===== src/rtl/stack_mem_sequencer.sv =====
// Stack/load-store memory sequencer.
// Owns a single-port data memory on behalf of the return-address stack and
// the load/store path. Keeps the architectural SP, turns each push/pop into
// memory cycles, arbitrates between the two requesters and reports stack
// overflow/underflow.
module stack_mem_sequencer #(
    parameter int                ADDR_W      = 32,
    parameter int                DATA_W      = 32,
    parameter logic [ADDR_W-1:0] STACK_BASE  = ADDR_W'(192),
    parameter int                STACK_DEPTH = 16,
    parameter int                MEM_LAT     = 1
) (
    input  logic              clk,
    input  logic              reset,
    input  logic              push_req,
    input  logic [DATA_W-1:0] push_data,
    input  logic              pop_req,
    output logic              stk_ack,
    output logic [DATA_W-1:0] pop_data,
    output logic              stk_overflow,
    output logic              stk_underflow,
    input  logic              ls_req,
    input  logic              ls_we,
    input  logic [ADDR_W-1:0] ls_addr,
    input  logic [DATA_W-1:0] ls_wdata,
    output logic              ls_ack,
    output logic [DATA_W-1:0] ls_rdata,
    output logic              mem_en,
    output logic              mem_we,
    output logic [ADDR_W-1:0] mem_addr,
    output logic [DATA_W-1:0] mem_wdata,
    input  logic [DATA_W-1:0] mem_rdata,
    output logic [ADDR_W-1:0] sp,
    output logic              busy
);

    localparam int                CNT_W     = (MEM_LAT > 1) ? $clog2(MEM_LAT) : 1;
    localparam logic [CNT_W-1:0]  WAIT_LOAD = CNT_W'(MEM_LAT - 1);
    localparam logic [ADDR_W-1:0] STACK_TOP = STACK_BASE + ADDR_W'(STACK_DEPTH);

    typedef enum logic [2:0] {
        IDLE,
        PUSH,
        POP,
        LSW,
        LSR,
        WAIT,
        ACK
    } state_t;

    state_t           state;
    logic             last_stk;   // last grant went to the stack; also tags the op in flight
    logic [CNT_W-1:0] wait_cnt;

    logic stk_full;
    logic stk_empty;
    logic grant_ls;

    assign stk_full  = (sp == STACK_TOP);
    assign stk_empty = (sp == STACK_BASE);
    // Load/store wins outright after a stack grant so it cannot be starved
    // by back-to-back calls/returns; otherwise it has lowest priority.
    assign grant_ls  = ls_req && (last_stk || (!pop_req && !push_req));
    assign busy      = (state != IDLE);

    // Sequencer FSM: arbitration, memory command generation, SP and result latching.
    always_ff @(posedge clk) begin
        if (reset) begin
            state         <= IDLE;
            sp            <= STACK_BASE;
            last_stk      <= 1'b0;
            wait_cnt      <= '0;
            stk_ack       <= 1'b0;
            stk_overflow  <= 1'b0;
            stk_underflow <= 1'b0;
            ls_ack        <= 1'b0;
            pop_data      <= '0;
            ls_rdata      <= '0;
            mem_en        <= 1'b0;
            mem_we        <= 1'b0;
            mem_addr      <= '0;
            mem_wdata     <= '0;
        end else begin
            // Pulses and memory command are single-cycle unless re-issued below.
            stk_ack       <= 1'b0;
            stk_overflow  <= 1'b0;
            stk_underflow <= 1'b0;
            ls_ack        <= 1'b0;
            mem_en        <= 1'b0;
            mem_we        <= 1'b0;
            mem_addr      <= '0;
            mem_wdata     <= '0;

            case (state)
                IDLE: begin
                    if (grant_ls) begin
                        last_stk <= 1'b0;
                        mem_en   <= 1'b1;
                        mem_we   <= ls_we;
                        mem_addr <= ls_addr;
                        if (ls_we) begin
                            mem_wdata <= ls_wdata;
                            ls_ack    <= 1'b1;
                            state     <= LSW;
                        end else begin
                            state     <= LSR;
                        end
                    end else if (pop_req) begin
                        last_stk <= 1'b1;
                        state    <= POP;
                        if (stk_empty) begin
                            stk_ack       <= 1'b1;
                            stk_underflow <= 1'b1;
                        end else begin
                            mem_en   <= 1'b1;
                            mem_addr <= sp - ADDR_W'(1);
                        end
                    end else if (push_req) begin
                        last_stk <= 1'b1;
                        state    <= PUSH;
                        stk_ack  <= 1'b1;
                        if (stk_full) begin
                            stk_overflow <= 1'b1;
                        end else begin
                            mem_en    <= 1'b1;
                            mem_we    <= 1'b1;
                            mem_addr  <= sp;
                            mem_wdata <= push_data;
                        end
                    end
                end

                PUSH: begin
                    // SP is still the pre-push value here, so stk_full
                    // matches the decision taken at grant time.
                    if (!stk_full) begin
                        sp <= sp + ADDR_W'(1);
                    end
                    state <= IDLE;
                end

                POP: begin
                    if (stk_empty) begin
                        state <= IDLE;
                    end else begin
                        sp       <= sp - ADDR_W'(1);
                        wait_cnt <= WAIT_LOAD;
                        state    <= WAIT;
                    end
                end

                LSW: begin
                    state <= IDLE;
                end

                LSR: begin
                    wait_cnt <= WAIT_LOAD;
                    state    <= WAIT;
                end

                WAIT: begin
                    if (wait_cnt == '0) begin
                        if (last_stk) begin
                            pop_data <= mem_rdata;
                            stk_ack  <= 1'b1;
                        end else begin
                            ls_rdata <= mem_rdata;
                            ls_ack   <= 1'b1;
                        end
                        state <= ACK;
                    end else begin
                        wait_cnt <= wait_cnt - CNT_W'(1);
                    end
                end

                ACK: begin
                    state <= IDLE;
                end

                default: begin
                    state <= IDLE;
                end
            endcase
        end
    end

endmodule


===== config.mk =====
export PLATFORM = sky130hd
export DESIGN_NAME = stack_mem_sequencer
export DESIGN_NICKNAME = d
export VERILOG_FILES = /design/src/rtl/stack_mem_sequencer.sv
export SDC_FILE = /design/constraint.sdc
export NUM_CORES = 1
export LEC_CHECK = 0
export CAP_MARGIN = 25
export CORE_AREA = 10 10 145 147
export CTS_BUF_LIST = sky130_fd_sc_hd__clkbuf_8 sky130_fd_sc_hd__clkbuf_16
export DETAILED_ROUTE_END_ITERATION = 8
export DIE_AREA = 0 0 155 157
export PLACE_DENSITY = 0.79
export SLEW_MARGIN = 40
export SYNTH_ARGS = -nofsm -noshare
export SYNTH_HDL_FRONTEND = slang
export SYNTH_SLANG_ARGS = --single-unit

===== constraint.sdc =====
create_clock -name clk -period 2.9 [get_ports clk]
set_input_delay 0.58 -clock clk [delete_from_list [all_inputs] [get_ports clk]]
set_output_delay 0.58 -clock clk [all_outputs]
set_load 0.02 [all_outputs]

Word-level counts from Yosys, hierarchy flattened
Index checks and enable logic that the tools add are counted.
Operators by class
  add/subtract/negate cells: 3
  equal/unequal tests: 10
  muxes and demuxes: 46
  bitwise logic cells: 5
  reduce and logical (&&, ||, !) cells: 19
Operator list (number)
  $mux W32: 12
  $eq A32 B8 Y1 const B: 2
  $pmux W32 S2: 1
  $add A32 B1 Y32 const B: 1
  $sub A32 B1 Y32 const B: 1
  $mux W1: 23
  $mux W3: 6
  $pmux W3 S4: 1
  $reduce_and A3 Y1: 3
  $reduce_bool A3 Y1: 3
  $eq A3 B3 Y1 const B: 2
  $ne A2 B2 Y1 const B: 3
  $reduce_and A2 Y1: 3
  $not A1 Y1: 5
  $reduce_or A5 Y1: 1
  $ne A4 B4 Y1 const B: 1
  $pmux W1 S2: 2
  $reduce_or A4 Y1: 1
  $eq A3 B1 Y1 const B: 1
  $eq A3 B2 Y1 const B: 1
  $logic_not A3 Y1: 1
  $pmux W1 S3: 1
  $logic_and A1 B1 Y1: 2
  $logic_not A1 Y1: 2
  other kinds (4): 4
Word-level totals
  bits in registers: 171
  input bits: 134

Logic depth before layout (Yosys ltp)
Gate-level depths: netlist of run 1.
  depth after elaboration: 6
  gate-level depth with buffers: 11
  depth with buffers taken out: 8

Worst setup path before layout of run 1
No wires, ideal clock.
  path type: register to register
  start: register sp[0]
  end: register sp[26]
  arrival: 2.645 ns
  data required time: 2.829 ns
  setup slack: 0.185 ns
  cell stages (with the launch flop): 12
  clock period less this slack: 2.715 ns
  cells stage by stage: dfxtp_1 > clkbuf_1 > inv_1 > ha_1 > or3b_2 > clkbuf_1 > nor3_2 > and3_1 > buf_2 > a32oi_1 > or3_1 > a21oi_1
On the way
  longest elaborated chain between the ends: 3
Ends and longest elaborated chain
  start, declared: RTL line 33  | output logic [ADDR_W-1:0] sp,
  start signal, assigned: RTL line 137  | sp <= sp + ADDR_W'(1);
  start signal, assigned: RTL line 146  | sp <= sp - ADDR_W'(1);
  $sub A32 B1 Y32 (tied with other cells): RTL line 146
  $mux W32 (tied with other cells): RTL line 143  | if (stk_empty) begin
  $pmux W32 S2 or $reduce_and A3 Y1 (tied branches)
Several ways; a longest one is shown, not always the timed one. The select of a mux whose other input is x is not followed.
A chain may end at the register's enable or synchronous reset.

Worst setup path in the final report of run 1
  start: register sp[27]
  end: register mem_wdata[0]
On the way
  longest elaborated chain between the ends: 5
Ends and longest elaborated chain
  $eq A32 B8 Y1: RTL line 59  | assign stk_full = (sp == STACK_TOP);
  $mux W32: RTL line 122  | if (stk_full) begin
  $mux W32: RTL line 118  | end else if (push_req) begin
  $mux W32: RTL line 108  | end else if (pop_req) begin
  $mux W32: RTL line 96  | if (grant_ls) begin
  end signal, assigned: RTL line 102  | mem_wdata <= ls_wdata;
  end signal, assigned: RTL line 128  | mem_wdata <= push_data;
  end, declared: RTL line 31  | output logic [DATA_W-1:0] mem_wdata,
No other way between the ends.

==> summary.md, run 1 <==
| Metric | Value |
|---|---|
| Max incr delay on CP | approximately 800 ps |
| Area contributors post-synth | dfxtp_1, nand2_1, a21oi_1 |
| Hold-fix buffers at CTS | 0 |
| Total I/O pin count | approximately 300 |
| Synth area leader | dfxtp_1 |
| WL final | 31240 µm |
| Total CTS buffers | 17 |
| Critical path class | flip-flop to flip-flop |
| Startpoint type of the worst setup path | flip-flop |
| Pre-CTS WS | approximately 140 ps |
| Die W | between 150 and 200 µm |
| Max_cap viols | 0 |
| CP Cell Sequence | nor4_1 > nand4_4 > nor4b_1 > nor2_4 > buf_4 > a22o_1 |
| Synth cell count leaders | dfxtp_1, nand2_1, a21oi_1 |
| Worst Skew | roughly 12 ps |
| Core area | roughly 18000 µm² |
| Vias post-DR | 8724 |
| First-pass GRT wire length | between 40000 and 50000 µm |
| Clock H-tree levels | 4 |
| 1st-iter DRT viols | roughly 980 |
| Hold path depth | 2 |
| Final setup violation count | 0 |
| Worst-path clk slew | 70 ps |
| RSZ-0062 raised after global routing | no |
| Tcrit/Tclk final | 96.31% |
| Final nets | ~1400 |
| Layout Utilization | approximately two thirds |
| Skew-Pair Late Insertion Delay | around 440 ps |
| Pin count of the biggest net entering global routing | between 50 and 60 |
| Area delta synth->final | 51.29% |
| Most numerous cell in the Yosys netlist | dfxtp_1 |
| Post-Synthesis Cells | 993 |
| Count of pins over their slew limit | 0 |
| Crit path launch | sp[27]$_SDFFE_PP0P_ |
| Outcome | complete, no violations |
| Net count after synthesis | roughly 1100 |
| Reg-to-reg slack, setup | 110 ps |
| Chip height | between 150 and 200 µm |
| Gr usage total | around 24% |
| Vias per inst | 5.709 |
| Register bit count reported by yosys | 170 |
| Worst Reg-to-Reg Cells | 6 |
| Post-synthesis sequential area ratio | a little over two fifths |
| Syn avg cell area | 7.937 µm² |
| VDD IR-drop max | about 0.67 mV |
| Post-synth EDFFs | 0 |
| Worst r2r dst | mem_wdata[0]$_SDFF_PP0_ |
| Clock Sinks | 170 |
| Synth warn | 0 |
| Dominant synthesized flop cell | dfxtp_1 |
| Hold path start | ls_rdata[22]$_SDFFE_PP0P_ |
| Vias in the first global route | ~8300 |
| Yosys cell types | between 60 and 70 |
| Port bufs | 300 |
| Synth top area share | ~43% |
| Static leakage | around 4.2 nW |
| Synthesized area | around 7900 µm² |
| CTS tree | built |
| ANT cells | 0 |
| First drt pass iteration count | 5 |
| Die area | approximately 24000 µm² |
| Crit-path max FO | 26 |
| Post-route setup TNS | 0 ps |
| Layout cells sized above 1 | around 9.7% |
| FP Rows | 50 |
| Pwr/cell area | approximately 630 nW/µm² |
| Worst Path Required | 3220 ps |
| Ys async rst share | 0% |
| CP max-delay cell | nor4b_1 |
| Critical Path End Type | flip-flop |
| Worst hold slack | between 400 and 500 ps |
| Root Driver | clkbuf_16 |
| Mean routed wirelength per cell | 20.45 µm |
| HPWL after detailed placement | 23420 µm |
| Longest Clk Path Bufs | 2 |
| Routed Antenna Nets | 0 |
| Final Hold Fails | 0 |
| Hold worst-path end | ls_rdata[22]$_SDFFE_PP0P_ |
| Max Fclk | between 300 and 400 MHz |
| Overall Power | between 0.007 and 0.008 W |
| Critical Path AT | 3110 ps |
| Number of setup buffers added after CTS | 0 |
| Slew HR | a little over two fifths |
| GR Overflow Total | 0 |
| Setup WS post-layout | about 110 ps |
| R2r startpoint | sp[27]$_SDFFE_PP0P_ |
| Routability cong. | approximately 1 |
| Final worst path period need | 2793 ps |
| Post-CTS sizing | 0 |
| Hold Path Class | flip-flop to flip-flop |
| Initial core utilization | 43.00% |
| Initial antenna violation count | 0 |
| Drt drc | 0 |
| Measured slew at the worst slew-check pin | 857.0 ps |
-- report_power, final --
group | switching [W] | total [W] | leakage [nW] | internal [W]
Sequential | 0.000108 | 0.00261 | 1.38 | 0.00251
Combinational | 0.00148 | 0.00249 | 2.52 | 0.00100
Clock | 0.00112 | 0.00237 | 0.299 | 0.00125
Total | 0.00271 | 0.00747 | 4.20 | 0.00476
-- cells in the final DEF (no fill, tap or decap), types with 4 or more instances in the layout --
cell type,n
a211oi_1,8
a21oi_1,119
a22o_1,32
a31oi_1,22
a32oi_1,4
and2_1,6
and3_1,7
and4_1,4
buf_4,62
clkbuf_16,17
clkdlybuf4s50_1,299
clkinv_8,4
dfxtp_1,170
inv_1,10
inv_6,4
nand2_1,168
nand3_1,30
nand3b_1,4
nand4_1,15
nor2_1,57
nor2_2,4
nor2b_1,5
nor3_1,28
nor3_2,5
nor3b_1,4
nor4_1,25
nor4_4,4
nor4b_1,5
o211ai_1,5
o21ai_0,68
o22ai_1,7
or3_1,11
or4_1,6
xnor2_1,7
xor2_1,16
-- final cells by class --
cell class                 instances  area [µm²]
fill                            1522        6406
multi-input combinational        720        4090
timing repair buffer             362        3478
sequential                       170        3403
clock buffer                      17       425.4
tap                              234       292.8
clock inverter                    15       196.4
inverter                          10       37.54
-- logic make-up (layout without fill, tap and decap cells) --
group / count (synthesis) / in the layout / share of synthesized area (%)
buf+inv: 103 / 404 / 5.509
xor+xnor: 23 / 23 / 2.556
mux: 3 / 3 / 0.4286
flops: 170 / 170 / 43.18
fa+ha+maj: 3 / 3 / 0.4763
simple gates: 410 / 410 / 26.50
compound gates: 281 / 281 / 21.35
-- worst max-delay path by stage --
stage	endpoint	depth (start not counted)
after detailed placement	mem_addr[30]$_SDFF_PP0_	6
after global routing	sp[22]$_SDFFE_PP0P_	8
after floorplan	sp[26]$_SDFFE_PP0P_	11
final	mem_wdata[0]$_SDFF_PP0_	6
after CTS	mem_addr[21]$_SDFF_PP0_	6
after global placement	mem_wdata[31]$_SDFF_PP0_	6
-- registers in the layout, summed over array words and instances (netlist names), 3 cells and up --
signal / cells
pop_data: 32
ls_rdata: 32
mem_wdata: 32
state: 3
mem_addr: 32
sp: 32
-- worst max-delay path, delay by kind of cell (launching register included) --
family,cells,cell delay [ps]
buf+inv,1,260
flops,1,390
compound gates,1,240
simple gates,4,1780
-- metrics by stage --
stage | area [µm²] | instances
floorplan | 7881 | 993
global placement | 11290 | 1496
detailed placement | 11300 | 1496
CTS | 11920 | 1528
global route | 11920 | 1528
finish | 11920 | 1528
-- routing by layer --
metal	up-vias	part of all wire (%)	global-route usage, %
met1	4038	39	30.60
met2	525	46	38.41
met4	0	2.0	6.073
met3	56	13	9.580
li1	4105	-	-
met5	-	0	0
Note: power is estimated with default switching activity, not from simulation.
==> run 2: changes to the inputs <==
--- a/config.mk
+++ b/config.mk
@@ -6,11 +6,11 @@
 export NUM_CORES = 1
 export LEC_CHECK = 0
 export CAP_MARGIN = 25
-export CORE_AREA = 10 10 145 147
+export CORE_AREA = 10 10 140 142
 export CTS_BUF_LIST = sky130_fd_sc_hd__clkbuf_8 sky130_fd_sc_hd__clkbuf_16
 export DETAILED_ROUTE_END_ITERATION = 8
-export DIE_AREA = 0 0 155 157
-export PLACE_DENSITY = 0.79
+export DIE_AREA = 0 0 150 152
+export PLACE_DENSITY = 0.85
 export SLEW_MARGIN = 40
 export SYNTH_ARGS = -nofsm -noshare
 export SYNTH_HDL_FRONTEND = slang
==> constraint.sdc (replaced) <==
create_clock -name clk -period 3.5 [get_ports clk]
set_input_delay 0.7 -clock clk [delete_from_list [all_inputs] [get_ports clk]]
set_output_delay 0.7 -clock clk [all_outputs]
set_load 0.02 [all_outputs]
==> summary.md, run 2 (synthesized netlist as in run 1, its figures left out) <==
| Metric | Value |
|---|---|
| Critical Path AT | 3180 ps (+70 ps) |
| Commonest cells after routing, fill and taps aside | clkdlybuf4s50_1, dfxtp_1, nand2_1, a21oi_1, o21ai_0 |
| Mean routed wirelength per cell | 21.03 µm (+2.9%) |
| Final worst path period need | 2868 ps (+75.13 ps) |
| First drt pass iteration count | 7 (+2) |
| Outcome | complete, no violations |
| GR Overflow Total | 0 (unchanged) |
| Startpoint type of the worst setup path | flip-flop |
| Vias per inst | 5.850 (+2.5%) |
| Crit-path max FO | 17 (-35%) |
| Drt drc | 0 (unchanged) |
| Routed Antenna Nets | 0 (unchanged) |
| Final setup violation count | 0 (unchanged) |
| Post-route setup TNS | 0 ps (unchanged) |
| WL final | 31310 µm (+0.23%) |
| Commonest non-fill, non-tap cell in the layout | clkdlybuf4s50_1 |
| Switching power | 0.002222 W (-18%) |
| CP max-delay cell | or4_4 |
| Clk pwr share | 33.1% (+1.3 points) |
| Measured slew at the worst slew-check pin | 808.8 ps (-48.24 ps) |
| Max incr delay on CP | 710 ps (-80 ps) |
| Static leakage | 4.051 nW (-3.4%) |
| Max_cap viols | 0 (unchanged) |
| Gr usage total | 26.21% (+1.8 points) |
| First-pass GRT wire length | 47750 µm (-0.10%) |
| Initial antenna violation count | 0 (unchanged) |
| Hold-fix buffers at CTS | 0 (unchanged) |
| Worst-path clk slew | 80 ps (about the same) |
| Hold Path Class | flip-flop to flip-flop |
| Placed Cells | 1456 (-2.7%) |
| Worst Reg-to-Reg Cells | 6 (unchanged) |
| Final nets | 1388 (-2.1%) |
| Layout cells sized above 1 | 7.595% (-2.1 points) |
| Sw frac | 36.08% (-0.21 points) |
| Total I/O pin count | 301 (unchanged) |
| Port bufs | 300 (unchanged) |
| Logic pwr share | 31.3% (-2.0 points) |
| Setup WS post-layout | 631.8 ps (+524.9 ps) |
| Skew-Pair Late Insertion Delay | 440 ps (about the same) |
| Max Fclk | 348.7 MHz (-2.6%) |
| Critical Path End Type | flip-flop |
| Vias post-DR | 8710 (-0.16%) |
| Area delta synth->final | 48.56% |
| Internal power | 0.003938 W (-17%) |
| FP Rows | 48 (-4.0%) |
| Critical path class | flip-flop to flip-flop |
| CTS tree | built |
| Post-CTS sizing | 0 (unchanged) |
| Clock Sinks | 170 (unchanged) |
| Slew HR | 45.58% (+3.5 points) |
| Chip height | 152 µm (-3.2%) |
| Pre-CTS WS | 723.6 ps (+587.2 ps) |
| Clock H-tree levels | 4 (unchanged) |
| Vias in the first global route | 8195 (-1.1%) |
| Die W | 150 µm (-3.2%) |
| Pwr/cell area | 526.1 nW/µm² (-16%) |
| RSZ-0062 raised after global routing | no |
| Die area | 22800 µm² (-6.3%) |
| Pin count of the biggest net entering global routing | 45 (-24%) |
| Hold path depth | 2 (unchanged) |
| Number of setup buffers added after CTS | 0 (unchanged) |
| Final std cells w/o fill | 1489 (-2.6%) |
| Tcrit/Tclk final | 81.95% (-14 points) |
| CP Cell Sequence | nor3_1 > nand4_1 > or4_4 > and2_0 > a21oi_1 > a211oi_1 |
| Worst Path Required | 3810 ps (+590 ps) |
| Sequential power share | 35.6% (+0.6 points) |
| HPWL after detailed placement | 22930 µm (-2.1%) |
| Core area | 16940 µm² (-7.6%) |
| Fill count | 1386 (-8.9%) |
| Final Hold Fails | 0 (unchanged) |
| Total CTS buffers | 17 (unchanged) |
| Routability cong. | 0.9773 (-2.6%) |
| VDD IR-drop max | 0.3914 mV (-42%) |
| Worst Skew | 12.44 ps (+0.4261 ps) |
| Longest Clk Path Bufs | 2 (unchanged) |
| ANT cells | 0 (unchanged) |
| 1st-iter DRT viols | 984 (+0.61%) |
| Count of pins over their slew limit | 0 (unchanged) |
| Root Driver | clkbuf_16 |
| Initial core utilization | 46.54% (+3.5 points) |
## run 2: cell count changes in the layout (fill, tap and decap cells not counted), sizes merged
cell | previous run | this run
inv | 18 | 17
buf | 63 | 33
bufinv | 1 | 2
## run 2: area by class of cell
type	count	area [µm²]	area share, %
well taps	225	281.5	2.404
repair buffers	332	3248	27.74
inverters	10	37.54	0.3206
multi-input cells	720	4088	34.91
clock inverters	15	225.2	1.923
clock buffers	17	425.4	3.633
flip-flops and latches	170	3403	29.07
## run 2: power groups by stage
stage	Clock, W	Sequential [W]	Combinational, W
2_1_floorplan	0	0.00234	0.00102
3_3_place_gp	0	0.00223	0.00186
3_5_place_dp	0	0.00223	0.00188
4_1_cts	0.00207	0.00219	0.00189
5_1_grt	0.00215	0.00221	0.00204
6_report	0.00204	0.00219	0.00193
## run 2: metal layers
layer | global-route usage, % | share of wire, %
met1 | 32.34 | 39
met2 | 42.26 | 47
met3 | 9.593 | 13
met4 | 6.481 | 1.8
met5 | 0 | 0
## run 2: critical path: cells and delay by family, from the launching register on
kind	cells	cell delay, ps
and+or+nand+nor	4	1980
DFF	1	460
AOI/OAI and AO/OA	2	290
## run 2: through the flow
stage	instance area [µm²]	utilization, %	power (W)	hold slack [ps]
after floorplan	7881	-	0.003360	533.5
after global placement	11040	65.17	0.004088	440.2
after detailed placement	11040	65.20	0.004110	445.7
after CTS	11690	69.05	0.006142	455.7
after global routing	11710	69.13	0.006397	472.2
final	11710	69.13	0.006160	455.2
## run 2: path summary, 6_finish.rpt
| path | startpoint | end | slack (ps) |
|---|---|---|---|
| max | sp[19]$_SDFFE_PP0P_ | sp[14]$_SDFFE_PP0P_ | 630 |
| min | ls_rdata[14]$_SDFFE_PP0P_ | ls_rdata[14]$_SDFFE_PP0P_ | 460 |
| max reg2reg | sp[19]$_SDFFE_PP0P_ | sp[14]$_SDFFE_PP0P_ | 630 |
| min reg2reg | ls_rdata[14]$_SDFFE_PP0P_ | ls_rdata[14]$_SDFFE_PP0P_ | 460 |
==> run 3: changes to the inputs <==
--- a/config.mk
+++ b/config.mk
@@ -6,11 +6,11 @@
 export NUM_CORES = 1
 export LEC_CHECK = 0
 export CAP_MARGIN = 25
-export CORE_AREA = 10 10 140 142
+export CORE_AREA = 10 10 145 147
 export CTS_BUF_LIST = sky130_fd_sc_hd__clkbuf_8 sky130_fd_sc_hd__clkbuf_16
 export DETAILED_ROUTE_END_ITERATION = 8
-export DIE_AREA = 0 0 150 152
-export PLACE_DENSITY = 0.85
+export DIE_AREA = 0 0 155 157
+export PLACE_DENSITY = 0.79
 export SLEW_MARGIN = 40
 export SYNTH_ARGS = -nofsm -noshare
 export SYNTH_HDL_FRONTEND = slang
==> constraint.sdc (replaced) <==
create_clock -name clk -period 2.9 [get_ports clk]
set_input_delay 0.58 -clock clk [delete_from_list [all_inputs] [get_ports clk]]
set_output_delay 0.58 -clock clk [all_outputs]
set_load 0.02 [all_outputs]
==> results of run 3 <==
Final layout, timing and power as in run 1 (identical DEF).
==> RTL change (flow settings as in run 2) <==
The 7 states of `state_t` get a one-hot encoding in 7 bits.
--- a/src/rtl/stack_mem_sequencer.sv
+++ b/src/rtl/stack_mem_sequencer.sv
@@ -39,12 +39,12 @@
     localparam logic [ADDR_W-1:0] STACK_TOP = STACK_BASE + ADDR_W'(STACK_DEPTH);
 
-    typedef enum logic [2:0] {
-        IDLE,
-        PUSH,
-        POP,
-        LSW,
-        LSR,
-        WAIT,
-        ACK
+    typedef enum logic [6:0] {
+        IDLE = 7'b0000001,
+        PUSH = 7'b0000010,
+        POP  = 7'b0000100,
+        LSW  = 7'b0001000,
+        LSR  = 7'b0010000,
+        WAIT = 7'b0100000,
+        ACK  = 7'b1000000
     } state_t;
 
Formal check against the unedited RTL: no difference found for any inputs over 4 cycles, from zero or initial values and one cycle with reset high; so few cycles prove little.
==> RTL change against run 2 <==
  * Synthesized area down 0.73%
  * Sequential share of layout area is 0.61 points higher
  * Sequential cell count is 4 higher
  * Worst setup slack got worse by 0.29 ns
  * Design area up 0.25%
  * Register-to-register slack got worse by 0.10 ns
  * Count of clock-buffer cells in the layout did not move
  * Routed wire length rose by 4.3%
  * Via count shrank 0.52%
  * Hold slack lost 0.0014 ns
  * Largest cell class unchanged
Power is not compared: it rests on default switching activity, and its combinational part moved more than twofold at a synthesized area within 25%.
==> RTL change: results (changes against run 2) <==
status=completed; share of layout cells above drive strength 1=0.0866 (+0.0107); FILL cells=1351 (-2.5%); MaxCap Viol Count=0 (unchanged); CP Max Fanout=5 (-12); largest cells by area after synthesis=dfxtp_1 (45%), nand2_1 (7.9%), a21oi_1 (7.6%); worst hold start=ls_rdata[22]; first drt pass iteration count=5 (-2); synth unique cells=64 (+4.9%); Worst setup SP type=register; top cells by count, synth=dfxtp_1 (174), nand2_1 (164), a21oi_1 (119); initial antenna violation count=2 (+2); skew final=0.00916 ns (-0.00328 ns); switching pwr=1.21 mW; worst-margin pin slew=0.813 ns (+0.00412 ns); DR WL/cell=21.8 um (+3.7%); Finished Layout Cells=1497 (+0.54%); Max clock buf depth=2 (unchanged); Lkg Pwr=4.12 nW; H-tree Lvls=4 (unchanged); crit path DAT=2.46 ns (-0.72 ns); Total GRT Usage=0.274 (+0.0116); combinational power=0.625 mW; Resize count post-CTS=0 (unchanged); largest net degree at the start of global routing=70 (+56%); number of violations reported at the end of detailed-routing iteration 0=1008 (+2.4%); Final Setup Violations=0 (unchanged); Worst-path clk slew=0.07 ns; first-pass GRT wire length=49300 um (+3.2%); dpl hpwl=24500 um (+7.0%); Worst Hold Class=register to register; setup bufs post-CTS=0 (unchanged); clk_lat worst skew=0.43 ns; async set-or-reset flop fraction in the synthesized netlist=0 (unchanged); CTS buffer count=17 (unchanged); Nets=1394 (+0.43%); GPL Wtd Cong=1.02 (+4.2%); Max IR drop VDD=0.000427 V; Post-Synthesis Cells=972 (-2.1%); clk root buf=clkbuf_16; vias in the first global route=8042 (-1.9%); Place WS=0.671 ns (-0.0524 ns); number of port buffers=300 (unchanged); syn nets=1109 (-1.9%); Ys Warns=0 (unchanged); power share of the combinational group=0.135; via count=8665 (-0.52%); Seq. pwr=2.06 mW; RR Startpoint=state[1]; sequential element share of the synthesized area=0.445 (+0.0134); placed cell areas=11100 sq um (+0.75%)
## RTL change: cell types whose count changed after synthesis, sizes merged, moves of 5 or more
cell | run 2 | this run
nor2 | 62 | 74
nor4 | 29 | 21
nand2 | 169 | 164
nand4 | 16 | 9
nand3 | 30 | 24
o21ai | 71 | 64
clkbuf | 75 | 60
o22ai | 7 | 2
xor2 | 16 | 9
or3 | 12 | 22
## RTL change: worst max-delay path, stage by stage (launching register included)
cell and delay [ns]:
dfxtp_1 0.34, or4_1 0.63, nor2_1 0.28, inv_1 0.20, clkdlybuf4s50_1 0.58
## RTL change: layer usage
metal  vias to the layer above  routed length, um  track usage  part of all wire
met5                         -                  0            0                 0
met4                         0                716       0.0829             0.022
met3                        54               3550       0.0805              0.11
met2                       496              15600        0.439              0.48
met1                      4072              12800        0.346              0.39
li1                       4043                  -            -                 -
## RTL change: logic make-up (layout without fill, tap and decap cells)
| group | count (synthesis) | after routing | synth area share |
|---|---|---|---|
| xor+xnor | 15 | 15 | 0.0168 |
| compound gates | 284 | 284 | 0.223 |
| flops | 174 | 174 | 0.445 |
| buf+inv | 91 | 389 | 0.0497 |
| simple gates | 399 | 399 | 0.252 |
| mux | 6 | 6 | 0.00848 |
| other cells | 0 | 2 | 0 |
| fa+ha+maj | 3 | 3 | 0.00480 |
## RTL change: worst paths after layout
path,end,slack (ns),cells past startpoint
worst max-delay path,busy,0.34,4
worst min register to register,ls_rdata[22],0.45,2
worst max register to register,stk_underflow,0.53,7
worst min-delay path,ls_rdata[22],0.45,2
## RTL change: final cells by class
type,count,area (sq um),area share
inverters,11,41.3,0.00352
diodes,2,5.00,0.000426
flip-flops and latches,174,3480,0.297
well taps,225,282,0.0240
clock buffers,17,425,0.0362
clock inverters,15,181,0.0155
multi-input cells,707,3970,0.339
repair buffers,346,3350,0.285
